`src/rtl/mult_accum_stage.sv`:
```
`default_nettype none
// ============================================================================
// Module   : mult_accum_stage
// Brief    : Sums a programmed-length block of unsigned multiplier products
//            into an accumulator and returns the sum over a valid/ready
//            handshake. Optional saturation via MULT_ACC_SATURATE_EN.
//            Default build (macro undefined): the sum wraps modulo 2^ACC_W
//            and res_ovf flags the carry.
// Revision : 1.0 - initial release
// ============================================================================
module mult_accum_stage #(
  parameter int PROD_W = 16,  // product width from the multiplier
  parameter int ACC_W  = 24,  // accumulator width, expected >= PROD_W
  parameter int LEN_W  = 8    // block-length field width
) (
  input  logic              clk,
  input  logic              rst_n,
  input  logic              start,
  input  logic [LEN_W-1:0]  cfg_len,
  input  logic              prod_valid,
  output logic              prod_ready,
  input  logic [PROD_W-1:0] prod_data,
  output logic              res_valid,
  input  logic              res_ready,
  output logic [ACC_W-1:0]  res_data,
  output logic              res_ovf,
  output logic              busy
);

  typedef enum logic [1:0] {
    ST_IDLE  = 2'd0,
    ST_ACCUM = 2'd1,
    ST_DONE  = 2'd2
  } state_t;

  state_t             state_q, state_d;
  logic [ACC_W-1:0]   acc_q, acc_d;
  logic               ovf_q, ovf_d;
  logic [LEN_W-1:0]   count_q, count_d;
  logic [LEN_W-1:0]   len_q, len_d;

  // One extra bit on the adder exposes the carry out of the accumulator.
  logic [ACC_W:0]     w_prod_ext;
  logic [ACC_W:0]     w_sum;
  logic               w_carry;
  logic [ACC_W-1:0]   w_acc_next;
  logic [LEN_W-1:0]   w_count_inc;

  assign w_prod_ext  = (ACC_W+1)'(prod_data);
  assign w_sum       = {1'b0, acc_q} + w_prod_ext;
  assign w_carry     = w_sum[ACC_W];
  assign w_count_inc = count_q + LEN_W'(1);

`ifdef MULT_ACC_SATURATE_EN
  localparam logic [ACC_W-1:0] c_acc_ones = '1;
  // Clamp to all ones on carry; once clamped, further adds keep it there.
  assign w_acc_next = w_carry ? c_acc_ones : w_sum[ACC_W-1:0];
`else
  // Plain modulo-2^ACC_W wrap.
  assign w_acc_next = w_sum[ACC_W-1:0];
`endif

  // Outputs come from registers or state decode only, never from inputs.
  assign prod_ready = (state_q == ST_ACCUM);
  assign res_valid  = (state_q == ST_DONE);
  assign res_data   = acc_q;
  assign res_ovf    = ovf_q;
  assign busy       = (state_q != ST_IDLE);

  // Next-state and datapath update for the block sequencer.
  always_comb begin
    state_d = state_q;
    acc_d   = acc_q;
    ovf_d   = ovf_q;
    count_d = count_q;
    len_d   = len_q;
    case (state_q)
      ST_IDLE: begin
        if (start) begin
          acc_d   = '0;
          ovf_d   = 1'b0;
          count_d = '0;
          len_d   = cfg_len;
          // An empty block goes straight to the result with a zero sum.
          state_d = (cfg_len != '0) ? ST_ACCUM : ST_DONE;
        end
      end
      ST_ACCUM: begin
        if (prod_valid) begin
          acc_d   = w_acc_next;
          ovf_d   = ovf_q | w_carry;
          count_d = w_count_inc;
          if (w_count_inc == len_q) begin
            state_d = ST_DONE;
          end
        end
      end
      ST_DONE: begin
        if (res_ready) begin
          state_d = ST_IDLE;
        end
      end
      default: begin
        state_d = ST_IDLE;
      end
    endcase
  end

  // State and datapath registers; reset aborts any block in flight.
  always_ff @(posedge clk or negedge rst_n) begin
    if (!rst_n) begin
      state_q <= ST_IDLE;
      acc_q   <= '0;
      ovf_q   <= 1'b0;
      count_q <= '0;
      len_q   <= '0;
    end else begin
      state_q <= state_d;
      acc_q   <= acc_d;
      ovf_q   <= ovf_d;
      count_q <= count_d;
      len_q   <= len_d;
    end
  end

endmodule
`default_nettype wire

```
`config.mk`:
```
export PLATFORM = sky130hd
export DESIGN_NAME = mult_accum_stage
export DESIGN_NICKNAME = d
export VERILOG_FILES = /design/src/rtl/mult_accum_stage.sv
export SDC_FILE = /design/constraint.sdc
export NUM_CORES = 1
export LEC_CHECK = 0
export CELL_PAD_IN_SITES_DETAIL_PLACEMENT = 1
export CELL_PAD_IN_SITES_GLOBAL_PLACEMENT = 2
export CORE_ASPECT_RATIO = 2
export CORE_MARGIN = 10
export CORE_UTILIZATION = 33
export CTS_BUF_LIST = sky130_fd_sc_hd__clkbuf_16
export DETAILED_ROUTE_END_ITERATION = 6
export GPL_ROUTABILITY_DRIVEN = 0
export PLACE_DENSITY_LB_ADDON = 0.1
export SETUP_SLACK_MARGIN = 0.15
export SYNTH_ARGS = -nofsm -noshare
export SYNTH_HDL_FRONTEND = slang
export SYNTH_SLANG_ARGS = --single-unit
```
`constraint.sdc`:
```
create_clock -name clk -period 5.4 [get_ports clk]
set_input_delay 0.54 -clock clk [delete_from_list [all_inputs] [get_ports clk]]
set_output_delay 0.54 -clock clk [all_outputs]
set_load 0.1 [all_outputs]
```
==> reports/results.ini <==
[routing]
ant_nets=0
vias_per_cell=5.35
drc_errors=0
first_pass_iters=4
drt-total-wl_mm=8.52
vias=2532
drt_iter0_drc=59
wl_per_cell_um=18.0

[layout]
drive_gt1_frac=0.0453
final_nets=421
area_growth_pct=27.1
fillers=972
diodes=0
fin_util=0.433

[sta]
rsz0062_at_grt=false
drv_slew=0
holdWs_ns=0.441
tightest_slew_ns=1.04
fmax_mhz=346
clock_skew_ns=0.00545
slew-limit-headroom=0.309
finalCriticalPeriod_ns=2.89
final-setup-viol-count=0
period_share=0.535
fin_tns_setup_ns=0
hold_viol=0

[worst_setup_path]
required_ns=4.86
reg2reg_from=state_q[0]
reg2reg_depth=7
reg2reg_slack_ns=2.81
crit_fanout=9
end_kind=output port
critPathLaunchType=flop
r2r-end=res_data[22]
cp.arrival_ns=2.35
path_class=flop to output port

[placed_design]
portBuffers=56
hpwlAfterDp_mm=6.63

[die]
ios=57
rows=47
fp.dieArea_um2=12900
core-area_um2=8290
floorplan.initialDensity=0.341
chipWidth_um=85.4
dieHeight_um=151

[clocking]
cts_num_sinks=43
htree_levels=2
clk_latency_ns=0.29
cts_setup_buffers=0
clkTransAtPathRegs_ns=0.06
numCtsBuffers=5
cts_root_buffer=clkbuf_16
hold_buffers=0
clock_path_buffers=2
cts_resized=0
cts_tree=done

[global_routing]
grt_pass1_wl_mm=14.3
grt_pass1_vias=2804
grtUsageTotal=0.138
grt_start_max_net_pins=44
antenna_found_initial=0
overflow=0

[power]
ir_drop_uv=491
power.density_nw_per_um2=618
p_leak_nw=1.61

[logic_synthesis]
synth_edf_count=0
syn_nets=371
synth-warning-count=0
synth_top_area_frac=0.381
syn_avg_cell_area_um2=8.72
synth_cell_types=45
netlist_area_um2=2820
ys_seq_area_frac=0.381
yosys-top-cells-count=nand2_1 (68), dfrtp_1 (43), o21ai_0 (31)
ys.flop_type=dfrtp_1
syn-instance-count=324
ys_ff_latch=43
ys_top_cells_by_area=dfrtp_1 (38%), nand2_1 (9.0%), ha_1 (7.5%), o21ai_0 (5.5%), xnor2_1 (5.0%)
synth_most_common_cell=nand2_1
synth_area_leader_cell=dfrtp_1
synthArstFlopShare=1.00

[hold_path]
min_path_type=primary input to async pin

[status]
status=complete, no violations

[run]
max_cap_viol_count=0

## registers in the layout, summed over array words and instances, names as in the netlist
register,count
res_data,24
res_ovf,1
len_q,8
state_q,2
count_q,8
## kinds of logic after synthesis
logic type / after synthesis / share of synthesized area
AND/OR/NAND/NOR: 125 / 0.202
AO/OA/AOI/OAI: 86 / 0.209
flip-flops: 43 / 0.381
XOR/XNOR: 29 / 0.0899
buffers and inverters: 22 / 0.0323
adder cells (fa/ha/maj): 18 / 0.0824
multiplexers: 1 / 0.00354
## power breakdown
group	total, mW	switching (mW)	internal (mW)
clock	0.292	0.125	0.167
combinational	1.41	0.985	0.423
sequential	0.519	0.0976	0.422
total	2.22	1.21	1.01
## critical path, stage by stage (launching register included)
cell	delay, ns
dfrtp_1	0.48
nor2b_1	0.37
clkdlybuf4s50_1	1.22
## how the worst max path moves through the flow
stage	end	from	cells past startpoint	slack (ns)
after floorplan	res_data[22]	state_q[1]	8	2.30
after global placement	res_data[14]	prod_data[0]	9	2.41
after detailed placement	res_data[20]	prod_data[0]	10	2.35
after CTS	prod_ready	state_q[0]	2	2.45
after global routing	prod_ready	state_q[0]	2	2.42
final	prod_ready	state_q[0]	2	2.51
## stage by stage
stage | power [mW] | cell area, µm² | instances | worst slack [ns]
6_report | 2.22 | 3590 | 473 | 2.51
5_1_grt | 2.38 | 3590 | 473 | 2.42
4_1_cts | 2.26 | 3590 | 473 | 2.45
3_5_place_dp | 1.95 | 3450 | 465 | 2.35
3_3_place_gp | 1.94 | 3450 | 465 | 2.41
2_1_floorplan | 1.60 | 2820 | 324 | 2.30
## cell usage in the layout, fill, tap and decap left out, drive strengths merged, types with 2 or more instances in the layout
cell           count
a31oi              5
a21o               6
nor4               3
dfrtp             43
clkinv             2
o211ai             2
nand3             13
or4                2
buf                3
nand2             68
o21ai             32
nand4              6
ha                17
xnor2             16
o31ai              4
a211oi             2
o211a              2
nor2b              2
o22ai              2
a22o               5
clkdlybuf4s50     55
inv                8
nor2              17
xor2              13
a21oi             20
and3               7
clkbuf             5
## routing by layer
metal | track usage | vias up | wire length (µm)
met1 | 0.126 | 1243 | 3010
met2 | 0.283 | 42 | 5020
met5 | 0 | - | 0
met3 | 0.0296 | 10 | 327
li1 | - | 1237 | -
met4 | 0.0472 | 0 | 155
## layout make-up
class                           instances  area [µm²]  area share
Multi-Input combinational cell        259        1660       0.462
Clock inverter                          3        11.3     0.00314
Clock buffer                            5         125      0.0349
Sequential cell                        43        1080       0.300
Inverter                                7        26.3     0.00732
Timing Repair Buffer                   58         571       0.159
Tap cell                               98         123      0.0342
(Power assumes the default switching activity.)
